--- config.mk ---
export PLATFORM = sky130hd
export DESIGN_NAME = div_rem_post
export DESIGN_NICKNAME = d
export VERILOG_FILES = /design/src/rtl/div_rem_pkg.sv /design/src/rtl/div_rem_fifo.sv /design/src/rtl/div_rem_post.sv
export SDC_FILE = /design/constraint.sdc
export NUM_CORES = 1
export LEC_CHECK = 0
export ABC_AREA = 1
export ABC_CLOCK_PERIOD_IN_PS = 5300
export CORE_UTILIZATION = 54
export DETAILED_ROUTE_END_ITERATION = 7
export DONT_BUFFER_PORTS = 1
export GPL_TIMING_DRIVEN = 0
export PLACE_DENSITY = 0.69
export SETUP_SLACK_MARGIN = 0.05
export SLEW_MARGIN = 10
export SYNTH_ARGS = -nofsm -noshare
export SYNTH_HDL_FRONTEND = slang
export SYNTH_SLANG_ARGS = --single-unit
--- constraint.sdc ---
create_clock -name clk -period 5.3 [get_ports clk]
set_input_delay 0.53 -clock clk [delete_from_list [all_inputs] [get_ports clk]]
set_output_delay 0.53 -clock clk [all_outputs]
set_load 0.05 [all_outputs]
--- src/rtl/div_rem_pkg.sv ---
// Shared widths, default depth and the result entry layout for the divider post stage.
package div_rem_pkg;

  localparam int DATA_W        = 32;
  localparam int CORE_NUM_W    = 3;
  localparam int DEPTH_DEFAULT = 4;

  typedef struct packed {
    logic [DATA_W-1:0]     data;
    logic [CORE_NUM_W-1:0] core_num;
  } result_entry_t;

  // Two's-complement negation of the selected magnitude when the sign flag is set.
  function automatic logic [DATA_W-1:0] sign_correct(input logic neg, input logic [DATA_W-1:0] mag);
    return neg ? (~mag + DATA_W'(1)) : mag;
  endfunction

endpackage

--- src/rtl/div_rem_fifo.sv ---
// Generic show-ahead FIFO: the head is read straight from registered storage, with no read latency.
module div_rem_fifo #(
  parameter int WIDTH = 35,
  parameter int DEPTH = 4
) (
  input  logic             clk,
  input  logic             reset,
  input  logic             push_i,
  input  logic [WIDTH-1:0] push_data_i,
  input  logic             pop_i,
  output logic             full_o,
  output logic             empty_o,
  output logic             drop_o,
  output logic [WIDTH-1:0] head_o
);

  localparam int PTR_W = (DEPTH > 1) ? $clog2(DEPTH) : 1;
  localparam int CNT_W = $clog2(DEPTH + 1);

  logic [WIDTH-1:0] mem_q [DEPTH];
  logic [PTR_W-1:0] wr_ptr_q, rd_ptr_q;
  logic [CNT_W-1:0] count_q;
  logic             push_ok, pop_ok;

  always_comb begin
    empty_o = (count_q == '0);
    full_o  = (count_q == CNT_W'(DEPTH));
    pop_ok  = pop_i && !empty_o;
    // A full FIFO still accepts a push when the head leaves on the same edge.
    push_ok = push_i && (!full_o || pop_ok);
    drop_o  = push_i && full_o && !pop_ok;
    head_o  = mem_q[rd_ptr_q];
  end

  always_ff @(posedge clk) begin
    if (reset) begin
      wr_ptr_q <= '0;
      rd_ptr_q <= '0;
      count_q  <= '0;
    end else begin
      if (push_ok) wr_ptr_q <= wr_ptr_q + PTR_W'(1);
      if (pop_ok)  rd_ptr_q <= rd_ptr_q + PTR_W'(1);
      case ({push_ok, pop_ok})
        2'b10:   count_q <= count_q + CNT_W'(1);
        2'b01:   count_q <= count_q - CNT_W'(1);
        default: count_q <= count_q;
      endcase
    end
  end

  always_ff @(posedge clk) begin
    if (push_ok && !reset) mem_q[wr_ptr_q] <= push_data_i;
  end

endmodule

--- src/rtl/div_rem_post.sv ---
// Divider post stage: sign-corrects quotient/remainder and queues results in order.
// Optional drop counter output enabled by defining DIV_REM_POST_DROP_CNT_EN.
module div_rem_post
  import div_rem_pkg::*;
#(
  parameter int DEPTH = DEPTH_DEFAULT
) (
  input  logic                  clk,
  input  logic                  reset,
  input  logic                  ready_in,
  input  logic                  sign_state_in,
  input  logic                  rem_or_div_in,
  input  logic [CORE_NUM_W-1:0] core_num_in,
  input  logic [DATA_W-1:0]     dividend_in,
  input  logic [DATA_W-1:0]     proc_data_in,
  input  logic                  result_ready,
  output logic                  result_valid,
  output logic [DATA_W-1:0]     result_data,
  output logic [CORE_NUM_W-1:0] result_core_num,
`ifdef DIV_REM_POST_DROP_CNT_EN
  output logic [7:0]            drop_cnt,
`endif
  output logic                  overflow_out
);

  localparam int ENTRY_W = DATA_W + CORE_NUM_W;

  result_entry_t push_entry, head_entry;
  logic          fifo_full, fifo_empty, fifo_drop;
  logic          overflow_q, overflow_d;

  always_comb begin
    push_entry.data     = sign_correct(sign_state_in, rem_or_div_in ? dividend_in : proc_data_in);
    push_entry.core_num = core_num_in;
  end

  div_rem_fifo #(
    .WIDTH (ENTRY_W),
    .DEPTH (DEPTH)
  ) u_fifo (
    .clk         (clk),
    .reset       (reset),
    .push_i      (ready_in),
    .push_data_i (push_entry),
    .pop_i       (result_ready),
    .full_o      (fifo_full),
    .empty_o     (fifo_empty),
    .drop_o      (fifo_drop),
    .head_o      (head_entry)
  );

  assign result_valid    = !fifo_empty;
  assign result_data     = head_entry.data;
  assign result_core_num = head_entry.core_num;
  assign overflow_d      = overflow_q | fifo_drop;
  assign overflow_out    = overflow_q;

  always_ff @(posedge clk) begin
    if (reset) overflow_q <= 1'b0;
    else       overflow_q <= overflow_d;
  end

`ifdef DIV_REM_POST_DROP_CNT_EN
  logic [7:0] drop_cnt_q, drop_cnt_d;

  // Saturates so a long overflow burst never wraps back to a small count.
  assign drop_cnt_d = (fifo_drop && drop_cnt_q != 8'hFF) ? drop_cnt_q + 8'd1 : drop_cnt_q;
  assign drop_cnt   = drop_cnt_q;

  always_ff @(posedge clk) begin
    if (reset) drop_cnt_q <= 8'd0;
    else       drop_cnt_q <= drop_cnt_d;
  end
`else
  logic unused_full;
  assign unused_full = fifo_full;
`endif

endmodule
==> qor.csv, run 1 <==
metric;value;unit
status;completed;
Post-Layout Inst Area;8429;um2
drt pass-1 iters;6;
final WL;18.54;mm
dominant cells by area after synthesis;edfxtp_1, nand2_1, nor2_1;
hold path start;core_num_in[2];
syn avg cell area;9.071;um2
Mapped Cells;820;
Hold Crit Depth;0;
Pleak;3.357;nW
area of the multi-input gates;2509;um2
CTS Buf Count;17;
vias after detailed routing;5721;
Post-synth top cells;nand2_1, edfxtp_1, nor2_1;
die height;119.4;um
worst hold path class;in -> reg;
# resized after CTS;0;
Synth Area in Adders;0.01110;
Routed wire per std cell;17.97;um
Critical Path End Type;primary output;
share of cells above drive strength 1;0.07710;
Core Area;13350;um2
most instantiated library cell after synthesis;nand2_1;
worst reg-to-reg path cell count;9;
largest family of logic cells by synthesized area;simple AND/OR/NAND/NOR gates;
Reg clk slew, reported paths;0.06;ns
max-cap violations;0;
first-pass GRT wire length;28.58;mm
GP Congestion;0.9131;
worst slew pin tran;1.210;ns
# setup viols final;0;
mux cell area share after synthesis;0;
CP required;4.77;ns
die area;14250;um2
CTS Buffer Depth;2;
# fillers;1111;
CP Launch Type;flip-flop;
WS Path Type;reg -> out;
FP Rows;42;
Final Skew;0.006509;ns
CP Max Fanout;10;
port bufs;0;
Vias/cell;5.544;
Max IR drop VDD;0.0002583;V
Max transition margin;0.2051;
syn nets;899;
antenna violations before repair;0;
cell area after synthesis;7438;um2
die extent in x;119.4;um
final period utilization;0.5941;
pin count of the biggest net entering global routing;26;
nets@finish;922;
area grow syn2layout;13.32;%
synthesized flop and latch total;150;
compound-gate portion of the synthesized area;0.09941;
Distinct cells, synth;35;
# Post-CTS Setup Buffers;0;
CTS sink cnt;150;
number of synthesized flops with an enable pin;140;
Worst-Skew Late Latency;0.41;ns
Arr. time, crit path;2.62;ns
hpwl dp;13.18;mm
Hold Vio Cnt, Final;0;
total negative slack;0;ns
max frequency;317.6;MHz
vias in the first global route;5493;
Starting Density;0.5573;
Synth Area in Simple Gates;0.2039;
Top FF cell, synth;edfxtp_1;
I/O pins;110;
gr ovfl total;0;
CTS tree;yes;
Final Max Tran Viols;0;
antenna-violating nets left;0;
Antenna Cells;0;
asr flop ratio synth;0;
Post-DP Area;7791;um2
cts hold-fix bufs;0;
Seq. cell area;4404;um2
Total Routing Usage GR;0.2667;
reg2reg start;u_fifo.count_q[2];
unrepaired setup endpoints after global routing;no;
PwrDens;416.0;nW/um2
largest area contributor in the netlist;edfxtp_1;
DRC Markers;0;
1st-iter DRT viols;589;
Synth Area in XOR/XNOR;0.01884;
htree depth;4;
Synth top area share;0.5652;
post-synthesis sequential area ratio;0.5921;
CTS root buffer;clkbuf_16;
Synth Warn #;0;
clock period minus worst slack;3.149;ns
-- through the flow --
step,total power [mW],util,hold WS [ns],std cells,setup slack (ns)
CTS,3.517,0.6315,0.1991,1032,2.136
global route,3.630,0.6315,0.1937,1032,1.999
floorplan,2.060,-,0.4565,820,2.336
detailed placement,2.234,0.5837,0.4888,1000,2.589
finish,3.507,0.6315,0.2120,1032,2.151
global placement,2.200,0.5738,0.4724,996,1.068
-- layout by cell type, fill, tap and decap left out, drive strengths merged --
cell,Yosys,layout
clkbuf,24,44
bufinv,0,5
dfxtp,10,10
nor2,132,132
o22ai,35,35
or2,2,2
nor3b,3,3
a21oi,4,4
nand3,18,18
edfxtp,140,140
a211oi,2,2
inv,100,101
xor2,12,12
buf,10,14
nand4,4,4
clkinvlp,0,2
o21a,1,1
nand2,214,214
nand3b,3,3
o21ai,91,91
xnor2,4,4
o21bai,1,1
o211ai,1,1
fa,1,1
clkinv,3,7
ha,5,5
-- per-layer routing --
metal  track usage  vias to the layer above  share of wire
met4       0.08125                        0          0.016
met1        0.3494                     2717           0.42
met3       0.04885                       21          0.061
li1              -                     2741              -
met5             0                        -              0
met2        0.4517                      242           0.50
-- path summary, 6_finish.rpt --
| check | end | slack (ns) |
|---|---|---|
| max reg2reg | u_fifo.count_q[2] | 3.06 |
| min reg2reg | u_fifo.count_q[0] | 0.50 |
| min | u_fifo.mem_q[2][2] | 0.21 |
| max | result_data[15] | 2.15 |
-- power by group --
group          internal, mW  switching, mW
combinational         0.144          0.678
sequential             1.37         0.0213
clock                 0.836          0.454
-- final cells by class --
cell class,count,share of cell area
Timing Repair Buffer,4,0.01217
Tap cell,176,0.02612
Multi-Input combinational cell,533,0.2976
Clock buffer,20,0.05180
Inverter,103,0.04587
Clock inverter,12,0.02390
Sequential cell,150,0.5225
Buffer,34,0.02004
-- kinds of logic after synthesis --
| kind of cell | count (synthesis) |
|---|---|
| xor+xnor | 16 |
| simple gates | 376 |
| buf+inv | 137 |
| fa+ha+maj | 6 |
| compound gates | 135 |
| flops | 150 |
-- worst max-delay path, stage by stage (launching register included) --
cell and delay [ns]:
dfxtp_1 0.41, inv_1 0.27, clkbuf_1 0.41, o21ai_0 0.19, o22ai_1 0.93
-- sequential cells by signal (all words and copies together), names as in the netlist, named ones only --
signal	cells
u_fifo.mem_q	140
u_fifo.count_q	3
u_fifo.rd_ptr_q	2
u_fifo.wr_ptr_q	2
overflow_out	1
Note: power is estimated with default switching activity, not from simulation.
==> run 2: changes to the inputs <==
--- a/config.mk
+++ b/config.mk
@@ -6,12 +6,12 @@
 export NUM_CORES = 1
 export LEC_CHECK = 0
 export ABC_AREA = 1
-export ABC_CLOCK_PERIOD_IN_PS = 5300
+export ABC_CLOCK_PERIOD_IN_PS = 2800
 export CORE_UTILIZATION = 54
 export DETAILED_ROUTE_END_ITERATION = 7
 export DONT_BUFFER_PORTS = 1
 export GPL_TIMING_DRIVEN = 0
-export PLACE_DENSITY = 0.69
+export PLACE_DENSITY = 0.72
 export SETUP_SLACK_MARGIN = 0.05
 export SLEW_MARGIN = 10
 export SYNTH_ARGS = -nofsm -noshare
==> constraint.sdc (replaced) <==
create_clock -name clk -period 2.8 [get_ports clk]
set_input_delay 0.28 -clock clk [delete_from_list [all_inputs] [get_ports clk]]
set_output_delay 0.28 -clock clk [all_outputs]
set_load 0.05 [all_outputs]
==> run 2 against run 1 <==
Total power is 88% higher. Non-clock buffer count up 3. Largest cell class unchanged. Combinational power grew 100%. Die area unchanged. Utilization grew 1.6 points. Clock skew fell by 0.00086 ns. Clock-buffer cell count decreased by 3. Critical endpoint is now result_data[12]. Setup slack worse by 1.9 ns. Global-route usage about the same. Highest routed layer unchanged. Routed wire length shrank 2.0%. Critical path depth is the same.
==> qor.csv, run 2 (synthesized netlist as in run 1, its figures left out) <==
metric;value;unit;change
status;completed;;
Pleak;3.421;nW;+1.9%
total power;6.605;mW;+88%
area grow syn2layout;16.23;%;
htree depth;4;;unchanged
GP Congestion;0.9371;;+2.6%
hpwl dp;12.58;mm;-4.5%
die area;14250;um2;unchanged
Slowest cell on crit path;o22ai_2;;
Critical Path, Cell by Cell;clkbuf_1, clkbuf_1, o21ai_0, o22ai_2;;
final hold slack;0.03940;ns;-0.1727 ns
Routed wire per std cell;17.55;um;-2.3%
antenna-violating nets left;0;;unchanged
CTS Buffer Depth;2;;unchanged
nets@finish;925;;+0.33%
# fillers;1066;;-4.1%
Sw Ratio;0.3429;;+0.01401
DRC Markers;0;;unchanged
cell internal pwr;4.340;mW;+84%
Final Skew;0.005644;ns;-0.0008648 ns
max frequency;386.6;MHz;
critical path's largest stage delay;0.58;ns;-0.35 ns
final worst slack;0.2135;ns;-1.938 ns
Max IR drop VDD;0.0004506;V;+74%
CTS sink cnt;150;;unchanged
unrepaired setup endpoints after global routing;no;;
commonest non-fill, non-tap cell in the layout;nand2_1;;
commonest cells after routing, fill and taps aside;nand2_1, edfxtp_1, nor2_1;;
most frequent CP cell;clkbuf_1;;
gr ovfl total;0;;unchanged
clock period minus worst slack;2.587;ns;
CTS root buffer;clkbuf_16;;
Worst-Skew Late Latency;0.41;ns;about the same
WS Path Type;reg -> out;;
Reg clk slew, reported paths;0.06;ns;about the same
vias in the first global route;5579;;+1.6%
Final Max Tran Viols;0;;unchanged
CTS Buf Count;17;;unchanged
PwrDens;764.0;nW/um2;+84%
Vias/cell;5.480;;-1.1%
port bufs;0;;unchanged
1st-iter DRT viols;458;;-22%
Max transition margin;0.4957;;+0.2906
die height;119.4;um;unchanged
Total Routing Usage GR;0.2669;;about the same
die extent in x;119.4;um;unchanged
I/O pins;110;;unchanged
Inst Count DP;1000;;unchanged
drt pass-1 iters;7;;+1
worst slew pin tran;0.7547;ns;-0.4554 ns
Core Area;13350;um2;unchanged
Non-Filler Instances;1035;;+0.29%
Top reg by flops;u_fifo.mem_q;;
final period utilization;0.9238;;
Comb power frac;0.252;;+0.018
post-layout util;0.6477;;+0.01622
Largest register FFs;140;;unchanged
pin count of the biggest net entering global routing;27;;+3.8%
Arr. time, crit path;2.31;ns;-0.31 ns
first-pass GRT wire length;28.72;mm;+0.51%
antenna violations before repair;0;;unchanged
Critical Path End Type;primary output;;
part of the power in the clock network;0.348;;-0.020
Antenna Cells;0;;unchanged
Switching Power;2.265;mW;+96%
final WL;18.16;mm;-2.0%
# setup viols final;0;;unchanged
worst hold path class;in -> reg;;
CTS tree;yes;;
CP Launch Type;flip-flop;;
Hold Vio Cnt, Final;0;;unchanged
max-cap violations;0;;unchanged
dpl ws;0.3398;ns;-2.250 ns
CP required;2.52;ns;-2.25 ns
vias after detailed routing;5672;;-0.86%
share of cells above drive strength 1;0.1211;;+0.04397
Sequential Power Share;0.399;;about the same
# Post-CTS Setup Buffers;0;;unchanged
FP Rows;42;;unchanged
Starting Density;0.5573;;unchanged
CP Max Fanout;10;;unchanged
Regs by FF count;u_fifo.mem_q (140), u_fifo.count_q (3);;
==> run 2: cell count changes in the layout (fill, tap and decap cells not counted), sizes merged <==
| cell | change |
|---|---|
| dlygate4sd3 | +3 |
| bufinv | -2 |
| clkinvlp | +3 |
| inv | +1 |
| clkinv | +1 |
| clkbuf | -3 |
==> run 2: what timing repair did <==
action | in CTS | in global routing
hold buffers | 3 | 0
setup endpoints to repair | 35 | 1
hold endpoints to repair | 12 | 0
resized for setup | 35 | 1
==> run 2: path summary, 6_finish.rpt <==
| check | startpoint | end | slack (ns) | cells past startpoint |
|---|---|---|---|---|
| max | flip-flop | result_data[12] | 0.21 | 4 |
| min | ready_in | overflow_out | 0.04 | 2 |
| max reg2reg | u_fifo.count_q[1] | u_fifo.mem_q[0][22] | 0.59 | 6 |
| min reg2reg | u_fifo.count_q[0] | u_fifo.count_q[0] | 0.49 | 2 |
==> run 2: worst max-delay path: cells and delay by family, from the launching register on <==
kind / cells / cell delay, ns
AO/OA/AOI/OAI: 2 / 0.81
buffers and inverters: 2 / 0.77
flip-flops: 1 / 0.31
==> run 2: metal layers <==
layer,global-route usage,vias up,wire length (um)
met3,0.05651,25,1156
met5,0,-,0
met1,0.3406,2660,7722
met2,0.4586,235,9012
li1,-,2752,-
met4,0.07656,0,272
==> run 2: layout make-up <==
| type | instances | area (um2) | area share |
|---|---|---|---|
| plain buffers | 34 | 168.9 | 0.01954 |
| clock buffers | 17 | 425.4 | 0.04920 |
| clock inverters | 15 | 180.2 | 0.02084 |
| inverters | 103 | 386.6 | 0.04472 |
| multi-input cells | 533 | 2735 | 0.3164 |
| flip-flops and latches | 150 | 4404 | 0.5094 |
| well taps | 176 | 220.2 | 0.02547 |
| repair buffers | 7 | 125.1 | 0.01447 |
==> run 2: per-stage QoR <==
| stage | instance area (um2) | TNS [ns] |
|---|---|---|
| 2_1_floorplan | 7438 | 0 |
| 3_3_place_gp | 7659 | -170.53 |
| 3_5_place_dp | 7784 | 0 |
| 4_1_cts | 8638 | 0 |
| 5_1_grt | 8646 | 0 |
| 6_report | 8646 | 0 |
==> run 2: power groups by stage <==
stage	combinational (mW)	sequential, mW	clock [mW]
global placement	1.48	2.68	0
detailed placement	1.54	2.68	0
finish	1.67	2.64	2.30
global route	1.78	2.64	2.41
floorplan	1.22	2.67	0
CTS	1.66	2.64	2.31
==> run 3: changes to the inputs <==
--- a/config.mk
+++ b/config.mk
@@ -12,6 +12,7 @@
 export DONT_BUFFER_PORTS = 1
 export GPL_TIMING_DRIVEN = 0
 export PLACE_DENSITY = 0.72
+export RECOVER_POWER = 25
 export SETUP_SLACK_MARGIN = 0.05
 export SLEW_MARGIN = 10
 export SYNTH_ARGS = -nofsm -noshare
==> constraint.sdc (replaced) <==
create_clock -name clk -period 2.8 [get_ports clk]
set_input_delay 0.28 -clock clk [delete_from_list [all_inputs] [get_ports clk]]
set_output_delay 0.28 -clock clk [all_outputs]
set_load 0.01 [all_outputs]
==> run 3 against run 2 <==
Total power fell by 9.0%. Critical path type unchanged. Routed wire length shrank 1.1%. Clock-buffer cell count did not move. Sequential share of layout area rose by 1.5 points. Critical endpoint is now result_data[17]. Utilization decreased by 1.9 points. Non-clock buffer count is the same. Clock power barely moved. Largest cell class unchanged. Highest routed layer unchanged. Combinational power fell by 36%. Global-route usage decreased by 0.39 points.
==> qor.csv, run 3 (synthesized netlist as in run 1, its figures left out) <==
metric;value;unit;change
final period utilization;0.8590;;-0.06471
worst hold path class;in -> reg;;
Core Area;13350;um2;unchanged
Routed wire per std cell;17.36;um;-1.1%
Switching Power;1.731;mW;-24%
Critical Path End Type;primary output;;
CTS sink cnt;150;;unchanged
max-cap violations;0;;unchanged
Max IR drop VDD;0.0004526;V;+0.45%
nets@finish;925;;unchanged
antenna violations before repair;0;;unchanged
Sequential Power Share;0.438;;+0.039
1st-iter DRT viols;420;;-8.3%
final WL;17.97;mm;-1.1%
CTS Buf Count;17;;unchanged
antenna-violating nets left;0;;unchanged
CP Launch Type;flip-flop;;
status;completed;;
Reg clk slew, reported paths;0.06;ns;about the same
worst slew pin tran;0.7423;ns;-0.01237 ns
Final Skew;0.01236;ns;+0.006719 ns
GP Congestion;0.9371;;unchanged
Worst-Skew Late Latency;0.42;ns;about the same
commonest non-fill, non-tap cell in the layout;nand2_1;;
DRC Markers;0;;unchanged
Post-DP Area;7784;um2;unchanged
gr ovfl total;0;;unchanged
cell internal pwr;4.277;mW;-1.5%
CTS tree;yes;;
Final Max Tran Viols;0;;unchanged
CP required;2.52;ns;about the same
CP Max Fanout;10;;unchanged
Max transition margin;0.5039;;+0.008263
WS Path Type;reg -> out;;
final hold slack;0.03377;ns;-0.005624 ns
PwrDens;715.8;nW/um2;-6.3%
Post-Layout Inst Area;8393;um2;-2.9%
FP Rows;42;;unchanged
first-pass GRT wire length;28.25;mm;-1.7%
max frequency;415.7;MHz;+7.5%
Pleak;3.339;nW;-2.4%
die height;119.4;um;unchanged
post-layout util;0.6288;;-0.01894
CTS Buffer Depth;2;;unchanged
# setup viols final;0;;unchanged
Vias/cell;5.478;;about the same
Antenna Cells;0;;unchanged
Largest register FFs;140;;unchanged
total power;6.007;mW;-9.0%
unrepaired setup endpoints after global routing;no;;
final worst slack;0.3947;ns;+0.1812 ns
die area;14250;um2;unchanged
I/O pins;110;;unchanged
Hold Vio Cnt, Final;0;;unchanged
share of cells above drive strength 1;0.07334;;-0.04773
CTS root buffer;clkbuf_16;;
dpl ws;0.4577;ns;+0.1179 ns
Total Routing Usage GR;0.2630;;-0.003901
hpwl dp;12.58;mm;unchanged
Top reg by flops;u_fifo.mem_q;;
Starting Density;0.5573;;unchanged
die extent in x;119.4;um;unchanged
clock period minus worst slack;2.405;ns;-0.1812 ns
pin count of the biggest net entering global routing;27;;unchanged
# resized after CTS;0;;-100%
Comb power frac;0.179;;-0.073
part of the power in the clock network;0.383;;+0.035
drt pass-1 iters;5;;-2
Sw Ratio;0.2881;;-0.05483
vias in the first global route;5513;;-1.2%
Regs by FF count;u_fifo.mem_q (140), u_fifo.count_q (3);;
Arr. time, crit path;2.13;ns;-0.18 ns
htree depth;4;;unchanged
area grow syn2layout;12.83;%;
commonest cells after routing, fill and taps aside;nand2_1, edfxtp_1, nor2_1;;
port bufs;0;;unchanged
vias after detailed routing;5670;;-0.035%
## run 3: cell count changes in the layout (fill, tap and decap cells not counted), sizes merged
| cell | delta |
|---|---|
| clkbuf | +1 |
| buf | -1 |
## run 3: worst max-delay path, cell delays in order, from the launching register on
cell and delay (ns):
dfxtp_1 0.31, clkbuf_1 0.32, clkinv_1 0.30, clkbuf_1 0.32, o21ai_0 0.30, o22ai_1 0.18
## run 3: path summary, 6_finish.rpt
kind	cells past startpoint	end	slack, ns	startpoint
setup / recovery	5	result_data[17]	0.39	flip-flop
hold / removal	2	overflow_out	0.03	ready_in
setup reg to reg	6	u_fifo.mem_q[0][2]	0.60	u_fifo.count_q[1]
hold reg to reg	2	u_fifo.count_q[0]	0.49	u_fifo.count_q[0]
## run 3: layout make-up
cell class	instances	area, um2
Buffer	34	161.4
Clock buffer	17	425.4
Clock inverter	15	180.2
Fill cell	1095	4955
Inverter	103	386.6
Multi-Input combinational cell	533	2490
Sequential cell	150	4404
Tap cell	176	220.2
Timing Repair Buffer	7	125.1
## run 3: power by group through the flow
stage	registers, mW	logic [mW]	clock network (mW)
after floorplan	2.67	0.746	0
after global placement	2.68	1.00	0
after detailed placement	2.68	1.06	0
after CTS	2.63	1.08	2.31
after global routing	2.64	1.18	2.40
final	2.63	1.07	2.30
## run 3: routing by layer
metal / vias to the layer above / wire length [um] / part of all wire / GRT usage
met4: 0 / 216 / 0.012 / 0.07578
met5: - / 0 / 0 / 0
li1: 2752 / - / - / -
met3: 19 / 1072 / 0.060 / 0.05029
met1: 2670 / 7663 / 0.43 / 0.3380
met2: 229 / 9018 / 0.50 / 0.4531
## run 3: what timing repair did
item / CTS / global route
hold buffers: 3 / 0
buffers inserted: 0 / 0
hold endpoints to repair: 12 / 0
## run 3: stage by stage
step / setup TNS (ns) / std cells
final: 0 / 1035
after floorplan: 0 / 820
after detailed placement: 0 / 1000
after global routing: 0 / 1035
after global placement: -170.53 / 996
after CTS: 0 / 1035
